File: src/rtl/display_pkg.sv
// Shared types and helpers for the seven-segment display scheduler.
// Digit enables are active-low; nibbles are hex values for the segment encoder.
package display_pkg;

    typedef enum logic [1:0] {
        LOAD  = 2'd0,
        SHOW  = 2'd1,
        BLANK = 2'd2
    } state_t;

    localparam int DIGITS    = 8;
    localparam int NIBBLE_W  = 4;
    localparam int IDX_W     = $clog2(DIGITS);
    localparam logic [DIGITS-1:0] DIGIT_OFF = 8'hFF;

    function automatic logic [DIGITS-1:0] digit_enable(input logic [IDX_W-1:0] idx);
        logic [DIGITS-1:0] w_one;
        w_one = DIGITS'(1) << idx;
        return ~w_one;
    endfunction

    function automatic logic [NIBBLE_W-1:0] nibble_of(input logic [DIGITS*NIBBLE_W-1:0] word,
                                                      input logic [IDX_W-1:0]           idx);
        return word[{idx, 2'b00} +: NIBBLE_W];
    endfunction

endpackage

File: src/rtl/scan_timer.sv
// Dwell/blank counter for one digit slot. The owner clears it on every state change;
// the strobes are raw compares that the owner qualifies with its own state.
module scan_timer #(
    parameter int SCAN_DIV     = 50000,
    parameter int BLANK_CYCLES = 4,
    localparam int CNT_W       = $clog2(SCAN_DIV)
) (
    input  logic             clk,
    input  logic             nReset,
    input  logic             clear,
    output logic [CNT_W-1:0] cnt,
    output logic             show_end,
    output logic             blank_end
);

    localparam logic [CNT_W-1:0] SHOW_LAST  = CNT_W'(SCAN_DIV - BLANK_CYCLES - 1);
    localparam logic [CNT_W-1:0] BLANK_LAST = CNT_W'(BLANK_CYCLES - 1);

    logic [CNT_W-1:0] r_cnt;

    always_ff @(posedge clk or negedge nReset) begin
        if (!nReset) begin
            r_cnt <= '0;
        end else if (clear) begin
            r_cnt <= '0;
        end else begin
            r_cnt <= r_cnt + CNT_W'(1);
        end
    end

    assign cnt       = r_cnt;
    assign show_end  = (r_cnt == SHOW_LAST);
    assign blank_end = (r_cnt == BLANK_LAST);

endmodule

File: src/rtl/display_scheduler.sv
// Frame sequencer for the 8-digit display: snapshots one source word per frame,
// then scans digits with a dwell and a blanking gap. All outputs are registered.
module display_scheduler
    import display_pkg::*;
#(
    parameter int SCAN_DIV     = 50000,
    parameter int BLANK_CYCLES = 4
) (
    input  logic                 clk,
    input  logic                 nReset,
    input  logic [31:0]          src_cpu,
    input  logic [31:0]          src_sw,
    input  logic                 use_sw,
    input  logic                 hold,
    output logic [DIGITS-1:0]    digital_sel,
    output logic [NIBBLE_W-1:0]  nibble,
    output logic [IDX_W-1:0]     digit_idx,
    output logic                 frame_done,
    output state_t               dbg_state
);

    localparam int CNT_W     = $clog2(SCAN_DIV);
    localparam int BLANK_PRE = (BLANK_CYCLES >= 2) ? BLANK_CYCLES - 2 : 0;
    localparam logic [IDX_W-1:0] LAST_IDX = IDX_W'(DIGITS - 1);

    state_t               r_state;
    logic [31:0]          r_snap;
    logic [IDX_W-1:0]     r_idx;
    logic [DIGITS-1:0]    r_sel;
    logic [NIBBLE_W-1:0]  r_nibble;
    logic                 r_done;

    logic [CNT_W-1:0]     w_cnt;
    logic                 w_show_end;
    logic                 w_blank_end;
    logic                 w_clear;
    logic [31:0]          w_snap_next;
    logic [IDX_W-1:0]     w_idx_next;

    scan_timer #(
        .SCAN_DIV     (SCAN_DIV),
        .BLANK_CYCLES (BLANK_CYCLES)
    ) u_timer (
        .clk       (clk),
        .nReset    (nReset),
        .clear     (w_clear),
        .cnt       (w_cnt),
        .show_end  (w_show_end),
        .blank_end (w_blank_end)
    );

    // The counter restarts on every state transition, so cnt is slot-relative.
    always_comb begin
        w_clear = 1'b1;
        case (r_state)
            LOAD:    w_clear = 1'b1;
            SHOW:    w_clear = w_show_end;
            BLANK:   w_clear = w_blank_end;
            default: w_clear = 1'b1;
        endcase
    end

    assign w_snap_next = hold ? r_snap : (use_sw ? src_sw : src_cpu);
    assign w_idx_next  = r_idx + IDX_W'(1);

    // Output registers are loaded with the values for the state being entered,
    // so they line up with r_state without any combinational path from inputs.
    always_ff @(posedge clk or negedge nReset) begin
        if (!nReset) begin
            r_state  <= LOAD;
            r_snap   <= '0;
            r_idx    <= '0;
            r_sel    <= DIGIT_OFF;
            r_nibble <= '0;
            r_done   <= 1'b0;
        end else begin
            r_done <= 1'b0;
            case (r_state)
                LOAD: begin
                    r_snap   <= w_snap_next;
                    r_idx    <= '0;
                    r_sel    <= digit_enable('0);
                    r_nibble <= nibble_of(w_snap_next, '0);
                    r_state  <= SHOW;
                end
                SHOW: begin
                    if (w_show_end) begin
                        r_sel   <= DIGIT_OFF;
                        r_done  <= (r_idx == LAST_IDX) && (BLANK_CYCLES == 1);
                        r_state <= BLANK;
                    end
                end
                BLANK: begin
                    if (w_blank_end) begin
                        if (r_idx == LAST_IDX) begin
                            r_state <= LOAD;
                        end else begin
                            r_idx    <= w_idx_next;
                            r_sel    <= digit_enable(w_idx_next);
                            r_nibble <= nibble_of(r_snap, w_idx_next);
                            r_state  <= SHOW;
                        end
                    end else begin
                        r_done <= (r_idx == LAST_IDX) && (w_cnt == CNT_W'(BLANK_PRE));
                    end
                end
                default: begin
                    r_sel   <= DIGIT_OFF;
                    r_state <= LOAD;
                end
            endcase
        end
    end

    assign digital_sel = r_sel;
    assign nibble      = r_nibble;
    assign digit_idx   = r_idx;
    assign frame_done  = r_done;
    assign dbg_state   = r_state;

endmodule

File: config.mk
export PLATFORM = sky130hd
export DESIGN_NAME = display_scheduler
export DESIGN_NICKNAME = d
export VERILOG_FILES = /design/src/rtl/display_pkg.sv /design/src/rtl/scan_timer.sv /design/src/rtl/display_scheduler.sv
export SDC_FILE = /design/constraint.sdc
export NUM_CORES = 1
export LEC_CHECK = 0
export ABC_CLOCK_PERIOD_IN_PS = 3600
export BUFFER_PORTS_ARGS = -buffer_cell sky130_fd_sc_hd__buf_2
export CORE_MARGIN = 4
export CORE_UTILIZATION = 54
export CTS_CLUSTER_SIZE = 28
export DETAILED_ROUTE_END_ITERATION = 10
export PLACE_DENSITY = 0.8
export SLEW_MARGIN = 20
export SYNTH_ARGS = -nofsm -noshare
export SYNTH_HDL_FRONTEND = slang
export SYNTH_SLANG_ARGS = --single-unit
export TNS_END_PERCENT = 30
File: constraint.sdc
create_clock -name clk -period 3.6 [get_ports clk]
set_clock_uncertainty 0.1 [all_clocks]
set_input_delay 0.72 -clock clk [delete_from_list [all_inputs] [get_ports clk]]
set_output_delay 0.72 -clock clk [all_outputs]
set_load 0.005 [all_outputs]
# ---- Yosys cells after proc, flatten, opt, wreduce, memory -nomap -nowiden
# Index checks and enable logic that the tools add are counted.
dict set report totals {
  register_bits 66
  out_inout_bits 18
  input_bits 68
  word_cells 50
}
dict set report op_classes {
  mux 20
  bitwise_logic 2
  reduce_logical 7
  n_addsub 2
  shifts 2
  eq_ne 9
}
# op n
set ops {}
lappend ops {{equality test 16 x 2 -> 1 bit, second input constant} 2}
lappend ops {{2-to-1 mux 32 bit} 1}
lappend ops {{indexed part select 32 x 6 -> 4 bit} 1}
lappend ops {{2-to-1 mux 8 bit} 3}
lappend ops {{one-hot mux 8 bit (3 select lines)} 1}
lappend ops {{adder 16 x 1 -> 16 bit, second input constant} 1}
lappend ops {{equality test 16 bit, second input constant} 1}
lappend ops {{2-to-1 mux 16 bit} 1}
lappend ops {{2-to-1 mux 4 bit} 3}
lappend ops {{NOT 8 bit} 1}
lappend ops {{one-hot mux 4 bit (2 select lines)} 1}
lappend ops {{left shift 1 x 3 -> 8 bit, first input constant} 1}
lappend ops {{2-to-1 mux 3 bit} 2}
lappend ops {{!= test 2 bit, second input constant} 3}
lappend ops {{one-hot mux 2 bit (3 select lines)} 1}
lappend ops {{one-hot mux 3 bit (2 select lines)} 1}
lappend ops {{AND reduction 3 bit} 2}
lappend ops {{2-to-1 mux 2 bit} 2}
lappend ops {{AND reduction 2 bit} 2}
lappend ops {{adder 3 x 1 -> 3 bit, second input constant} 1}
lappend ops {{equality test 3 bit, second input constant} 1}
lappend ops {{2-to-1 mux 1 bit} 3}
lappend ops {{equality test 2 x 1 -> 1 bit, second input constant} 1}
lappend ops {{equality test 2 bit, second input constant} 1}
lappend ops {{5 further kinds} 5}

# ---- Depth between registers and ports, before layout
# Gate-level depths: netlist of the first run.
dict set report logic_depth {
  depth_word 6
  ltp_mapped 8
  ltp_nobuf 6
}

# ---- Modules after synthesis
# Synthesis of the first run repeated with hierarchy kept, for this count alone.
dict set report unflattened {
  cells_unflattened 343
  area_unflattened_um2 3714.8
}
# module cells_each area_per_inst_um2 seq_area_each_um2 n_inst
set by_module_without_submodules {}
lappend by_module_without_submodules {display_scheduler 255 2835.2 1261.2 1}
lappend by_module_without_submodules {scan_timer 88 879.6 400.4 1}

# ---- Worst setup path before layout of the first run
# Ideal clock, no wire load.
dict set report synth_path {
  path_type {register -> register}
  from {register r_idx[0] (netlist: digit_idx[0])}
  to {register r_nibble[0] (netlist: nibble[0])}
  n_path_buf 2
  arrival_ns 2.502
  required_ns 3.375
  slack_ns 0.873
  path_stages_with_launch 9
  setup_ns 0.125
  synth_period_minus_slack_ns 2.727
  path_cell_list {dfrtp_1 buf_1 inv_1 ha_1 buf_1 mux2i_1 o22ai_1 a211o_1 mux2_2}
}
dict set report synth_between {
  elab_chain_len 5
  word_cells_on_any_way 8
  classes_between {add/sub: 1; eq/ne: 2; shift: 1; mux: 3; reduce/logical: 1}
}
# item line
set synth_lines {}
lappend synth_lines {{from (decl)} display_scheduler.sv:28} ;# logic [IDX_W-1:0] r_idx;
lappend synth_lines {{from (signal assigned)} display_scheduler.sv:98} ;# r_idx <= w_idx_next;
lappend synth_lines {{adder 3 x 1 -> 3 bit} display_scheduler.sv:64} ;# assign w_idx_next = r_idx + IDX_W'(1);
lappend synth_lines {{indexed part select 32 x 6 -> 4 bit} display_pkg.sv:24} ;# return word[{idx, 2'b00} +: NIBBLE_W];
lappend synth_lines {{2-to-1 mux 4 bit} display_scheduler.sv:95} ;# if (r_idx == LAST_IDX) begin
lappend synth_lines {{2-to-1 mux 4 bit} display_scheduler.sv:94} ;# if (w_blank_end) begin
lappend synth_lines {{one-hot mux 4 bit (2 select lines)} display_scheduler.sv:78} ;# case (r_state)
lappend synth_lines {{to (signal assigned)} display_scheduler.sv:83} ;# r_nibble <= nibble_of(w_snap_next, '0);
lappend synth_lines {{to (signal assigned)} display_scheduler.sv:100} ;# r_nibble <= nibble_of(r_snap, w_idx_next);
lappend synth_lines {{to (decl)} display_scheduler.sv:30} ;# logic [NIBBLE_W-1:0] r_nibble;
# Several ways; a longest one is shown, not always the timed one. The select of a mux whose other input is x is not followed.
# A chain may end at the register's enable or synchronous reset.

# ---- Worst setup path in the final report of the first run
dict set report layout_path {
  from {register r_idx[0] (netlist: digit_idx[0])}
  to {register r_nibble[2] (netlist: nibble[2])}
}
# Same word-level chain as after synthesis.

==> flow_summary_export.csv, run 1 <==
group,metric,value,unit
min_path,hold_path_class,"input port to asynchronous set/reset pin",
power,irDropWorstVdd,0.244,mV
cts,cts_buffers,9,
global_routing,grt_pass1_vias,2742,
power,p_leak,1.99,nW
setup_path,end_kind,"flip-flop",
final_layout,area_growth,19.4,%
synthesis,yosysWarnings,0,
drt,drtPass1Iterations,5,
cts,clk_pin_slew,0.07,ns
power,p_per_area,366,mW/mm^2
synthesis,seq_area_frac_synth,0.465,
synthesis,ys_types,44,
setup_path,cp.arrival,2.96,ns
drt,route.detailed.wl_per_inst,15.6,um
synthesis,ys_seq_elements,66,
setup_path,critPathRequiredTime,3.73,ns
floorplan,die_w,89.3,um
synthesis,avgSynthCellArea,10.3,um^2
synthesis,ys_async_sr_fraction,1.00,
sta,final.min_clock_period,2.83,ns
global_routing,groute.usage.overall,0.215,
final_layout,diodes,0,
final_layout,drive_gt1_frac,0.298,
drt,wl,7.98,mm
synthesis,netlist_instances,348,
synthesis,synth_xor_area_frac,0.0294,
run,drv_cap,0,
global_routing,grt-ovfl-total,0,
sta,fin_crit_sh,0.785,
synthesis,synth_edf_count,0,
drt,vias_per_cell,5.54,
cts,cts_root_buffer,"clkbuf_8",
drt,route.detailed.drc,0,
cts,clock_sinks,66,
final_layout,fin_cells,513,
drt,drtAntennaViolNets,0,
synthesis,synth_compound_area_frac,0.104,
synthesis,syn-cell-area,0.00357,mm^2
place,globalplace.congestion,0.884,
drt,met1_length,3.45,mm
cts,cts_resized,0,
place,dp.cells,497,
synthesis,ys.flop_type,"dfrtp_1",
cts,cts_tree,"built",
cts,cts.hold.buffers_added,0,
synthesis,synthAdderAreaFrac,0.0420,
setup_path,worst-path-max-fanout,16,
cts,clk_latency,0.35,ns
sta,tns,0,ns
sta,finalSetupViolCount,0,
run_status,status,"finished clean",
floorplan,initial_utilization,0.559,
setup_path,start_kind,"flip-flop",
sta,hold_violations,0,
final_layout,nNetsFinal,511,
sta,slew_violations,0,
cts,htree_num_levels,3,
drt,dr_wl_met3,545,um
sta,rsz0062_at_grt,"false",
global_routing,grt_max_degree,64,
floorplan,die_h,89.3,um
place,port_buffers,85,
synthesis,synth-simple-area-share,0.139,
floorplan,die_area,0.00798,mm^2
drt,drt_iter0_markers,107,
sta,worst_pin_slew,0.963,ns
drt,wl_met2,3.85,mm
place,dp_hpwl,5.92,mm
cts,cts_buffer_depth,2,
drt,maxUsedRoutingLayer,"met4",
synthesis,synth_top_family_by_area,"multiplexers",
sta,max_freq,354,MHz
drt,vias,2841,
sta,max_slew_margin,0.358,
floorplan,pin_count,86,
global_routing,grt_pass1_wl,13.2,mm
global_routing,antenna_found_initial,0,
setup_path,setup.worst_path.class,"flip-flop to flip-flop",
power,power,1.56,mW
cts,post_cts_buffers,0,
synthesis,syn-num-nets,428,
floorplan,rows,29,
synthesis,synthMuxAreaShare,0.188,
floorplan,core,0.00639,mm^2
## metal layers
layer / vias up / global-route usage
li1: 1395 / -
met1: 1336 / 0.284
met2: 93 / 0.336
met3: 17 / 0.0488
met4: 0 / 0.0988
met5: - / 0
## path summary, 6_finish.rpt
path,slack [ns],start,depth (start not counted),end
hold reg to reg,0.37,digital_sel[0],2,digital_sel[0]
max in group asynchronous,2.54,nReset,2,r_snap[14]
min in group clk,0.37,digital_sel[0],2,digital_sel[0]
setup reg to reg,0.77,digit_idx[0],6,nibble[2]
hold / removal,0.28,nReset,1,digit_idx[2]
setup / recovery,0.77,digit_idx[0],6,nibble[2]
## cell usage in the layout, fill, tap and decap left out, types with 4 or more instances in the layout
master	instances
clkbuf_8	12
dfrtp_1	58
mux2_2	12
o22ai_1	6
nand2_1	49
xnor2_1	10
a21oi_1	5
nand3_1	7
mux2i_1	49
inv_1	13
buf_4	4
nor3_1	5
dfstp_2	8
nor2_1	19
buf_2	84
ha_1	12
nand4_1	5
o21ai_0	37
## worst max-delay path, stage by stage, from the launching register on
cell and delay, ns:
dfrtp_1 0.80, inv_1 0.15, ha_1 0.67, mux2i_1 0.32, o22ai_1 0.13, a211o_1 0.28
mux2_2 0.26
## layout make-up
type / instances / area [um^2]
flip-flops and latches: 66 / 1660
well taps: 77 / 96.3
repair buffers: 88 / 450
inverters: 14 / 52.6
clock buffers: 14 / 173
clock inverters: 2 / 35.0
fillers: 512 / 2120
multi-input cells: 252 / 1800
## cells in the mapped netlist, types with 6 or more instances
master     n  area, um^2
ha_1      12         150
dfrtp_1   58        1450
nor2_1    19        71.3
nand3_1    7        35.0
o21ai_0   37         185
o22ai_1    6        37.5
xnor2_1   10        87.6
clkbuf_1  10        37.5
inv_1     13        48.8
mux2i_1   49         490
nand2_1   49         184
dfstp_2    8         210
mux2_2    12         135
## where the power goes
group,switching [mW],internal [mW]
Sequential,0.0188,0.768
Clock,0.274,0.376
Combinational,0.0590,0.0652
Total,0.352,1.21
## cell families after synthesis
family | count (synthesis)
adders and majority gates | 12
DFF | 66
xor gates and xnor gates | 12
muxes | 64
and+or+nand+nor | 104
AOI/OAI and AO/OA | 60
buffers and inverters | 30
## metrics by stage
stage	worst slack [ns]	cell area [um^2]	utilization	hold slack [ns]
2_1_floorplan	0.873	3570	-	0.324
3_3_place_gp	1.07	4060	0.635	0.355
3_5_place_dp	0.817	4060	0.635	0.357
4_1_cts	0.806	4260	0.668	0.372
5_1_grt	0.615	4270	0.668	0.325
6_report	0.773	4270	0.668	0.279
## registers in the layout, summed over array words and instances, names as in the netlist
register     flops
digit_idx        3
dbg_state        2
u_timer.cnt     16
nibble           4
digital_sel      8
frame_done       1
r_snap          32
Note: power is estimated with default switching activity, not from simulation.
==> inputs of run 2 (changes only) <==
--- a/config.mk
+++ b/config.mk
@@ -5,7 +5,7 @@
 export SDC_FILE = /design/constraint.sdc
 export NUM_CORES = 1
 export LEC_CHECK = 0
-export ABC_CLOCK_PERIOD_IN_PS = 3600
+export ABC_CLOCK_PERIOD_IN_PS = 2800
 export BUFFER_PORTS_ARGS = -buffer_cell sky130_fd_sc_hd__buf_2
 export CORE_MARGIN = 4
 export CORE_UTILIZATION = 54
==> constraint.sdc (replaced) <==
create_clock -name clk -period 2.8 [get_ports clk]
set_clock_uncertainty 0.1 [all_clocks]
set_input_delay 0.56 -clock clk [delete_from_list [all_inputs] [get_ports clk]]
set_output_delay 0.56 -clock clk [all_outputs]
set_load 0.005 [all_outputs]
==> run 2 against run 1 <==
Die area stayed put. Maximum frequency is 21% higher. Via count is 1.5% lower. First-iteration DRC count is 25% higher. Hold slack worse by 0.13 ns. Total power is 23% higher. Setup slack worse by 0.32 ns. Critical path depth is 2 lower. Combinational power is 28% higher. Clock power is 17% higher. Critical path type unchanged. Critical endpoint is now nibble[0]. Highest routed layer unchanged.
==> flow_summary_export.csv, run 2 (synthesis results as in run 1) <==
group,metric,value,unit
sta,rsz0062_at_grt,"false",
floorplan,initial_utilization,0.559,
drt,route.detailed.wl_per_inst,14.2,um
run_status,status,"finished clean",
setup_path,r2r-end,"nibble[0]",
floorplan,die_area,0.00798,mm^2
drt,drtPass1Iterations,5,
sta,hold_violations,0,
floorplan,pin_count,86,
drt,drt_iter0_markers,134,
cts,cts_resized,0,
drt,wl,7.36,mm
min_path,hold_path_class,"input port to asynchronous set/reset pin",
global_routing,grt_pass1_wl,11.8,mm
global_routing,grt_pass1_vias,2629,
cts,post_cts_buffers,0,
setup_path,critPathRequiredTime,2.92,ns
cts,cts_root_buffer,"clkbuf_8",
setup_path,ff2ff_setup_slack,0.46,ns
sta,worst_pin_slew,0.653,ns
sta,hold_slack,0.154,ns
final_layout,fin_util,0.671,
place,port_buffers,85,
floorplan,rows,29,
floorplan,die_h,89.3,um
final_layout,finalInstanceArea,0.00428,mm^2
setup_path,r2r-start,"u_timer.cnt[9]",
global_routing,antenna_found_initial,0,
cts,clk_pin_slew,0.07,ns
final_layout,layout_common_cells,"buf_2, dfrtp_1, nand2_1, mux2i_1, o21ai_0",
power,p_per_area,450,mW/mm^2
drt,vias_per_cell,5.41,
place,post_dp_cell_area,0.00410,mm^2
setup_path,setup.worst_path.class,"flip-flop to flip-flop",
drt,drtAntennaViolNets,0,
final_layout,fin_cells,517,
global_routing,groute.usage.overall,0.192,
final_layout,final_common_cell,"buf_2",
final_layout,nNetsFinal,515,
global_routing,grt-ovfl-total,0,
place,globalplace.congestion,0.799,
drt,vias,2798,
power,irDropWorstVdd,0.293,mV
cts,cts_buffer_depth,2,
place,dp_hpwl,5.67,mm
place,dp.cells,501,
cts,clk_latency,0.33,ns
final_layout,drive_gt1_frac,0.307,
sta,fin_crit_sh,0.836,
cts,cts_tree,"built",
setup_path,crit_end,"nibble[0]",
final_layout,area_growth,19.9,%
cts,cts.hold.buffers_added,0,
global_routing,grt_max_degree,40,
floorplan,core,0.00639,mm^2
cts,htree_num_levels,3,
final_layout,diodes,0,
power,p_leak,2.00,nW
cts,cts_buffers,9,
sta,max_freq,427,MHz
setup_path,cp.arrival,2.46,ns
sta,final.min_clock_period,2.34,ns
setup_path,cp-startpoint,"u_timer.cnt[9]",
sta,tns,0,ns
run,drv_cap,0,
final_layout,largest_reg_flops,32,
cts,clock_sinks,66,
sta,finalSetupViolCount,0,
sta,max_slew_margin,0.565,
drt,route.detailed.drc,0,
setup_path,start_kind,"flip-flop",
floorplan,die_w,89.3,um
setup_path,worst-path-max-fanout,6,
final_layout,top_register,"r_snap",
sta,slew_violations,0,
setup_path,end_kind,"flip-flop",
setup_path,reg2regPathDepth,4,
run 2: cell count changes in the layout (fill, tap and decap cells not counted):
cell	change
buf_4	+2
buf_2	+1
clkbuf_1	-1
clkinvlp_4	+1
buf_12	+1
clkinv_2	+3
clkbuf_8	-3
run 2: power by group:
| group | internal, mW | switching (mW) | total (mW) |
|---|---|---|---|
| combinational | 0.0847 | 0.0747 | 0.159 |
| sequential | 0.987 | 0.0194 | 1.01 |
| clock | 0.405 | 0.354 | 0.760 |
run 2: per-layer routing:
layer  vias to the layer above  routed length [um]  GRT usage
met1                      1309                3430      0.267
met5                         -                   0          0
met4                         0                  81     0.0785
met2                        78                3460      0.299
met3                         9                 393     0.0323
li1                       1402                   -          -
run 2: worst min path at each step:
stage / slack [ns] / cells after the start / to / startpoint
2_1_floorplan: 0.16 / 0 / dbg_state[0] / nReset
3_3_place_gp: 0.36 / 2 / digital_sel[0] / digital_sel[0]
3_5_place_dp: 0.37 / 2 / digital_sel[0] / digital_sel[0]
4_1_cts: 0.17 / 1 / r_snap[14] / nReset
5_1_grt: 0.20 / 1 / r_snap[14] / nReset
6_report: 0.15 / 1 / u_timer.cnt[11] / nReset
run 2: layout make-up:
class,count,area [um^2]
Clock buffer,10,128
Clock inverter,6,57.6
Multi-Input combinational cell,252,1800
Fill cell,509,2100
Inverter,14,52.6
Tap cell,77,96.3
Sequential cell,66,1660
Timing Repair Buffer,92,490
run 2: metrics by stage:
stage          worst slack [ns]  power [mW]
2_1_floorplan            0.0733        1.10
3_3_place_gp              0.492        1.18
3_5_place_dp              0.453        1.19
4_1_cts                   0.441        1.94
5_1_grt                   0.265        2.01
6_report                  0.458        1.93
run 2: worst max-delay path: stages (launching register included):
cell	delay, ns
dfrtp_1	0.42
nor4_1	0.52
nand4_1	0.37
o21ai_1	0.44
mux2_2	0.39
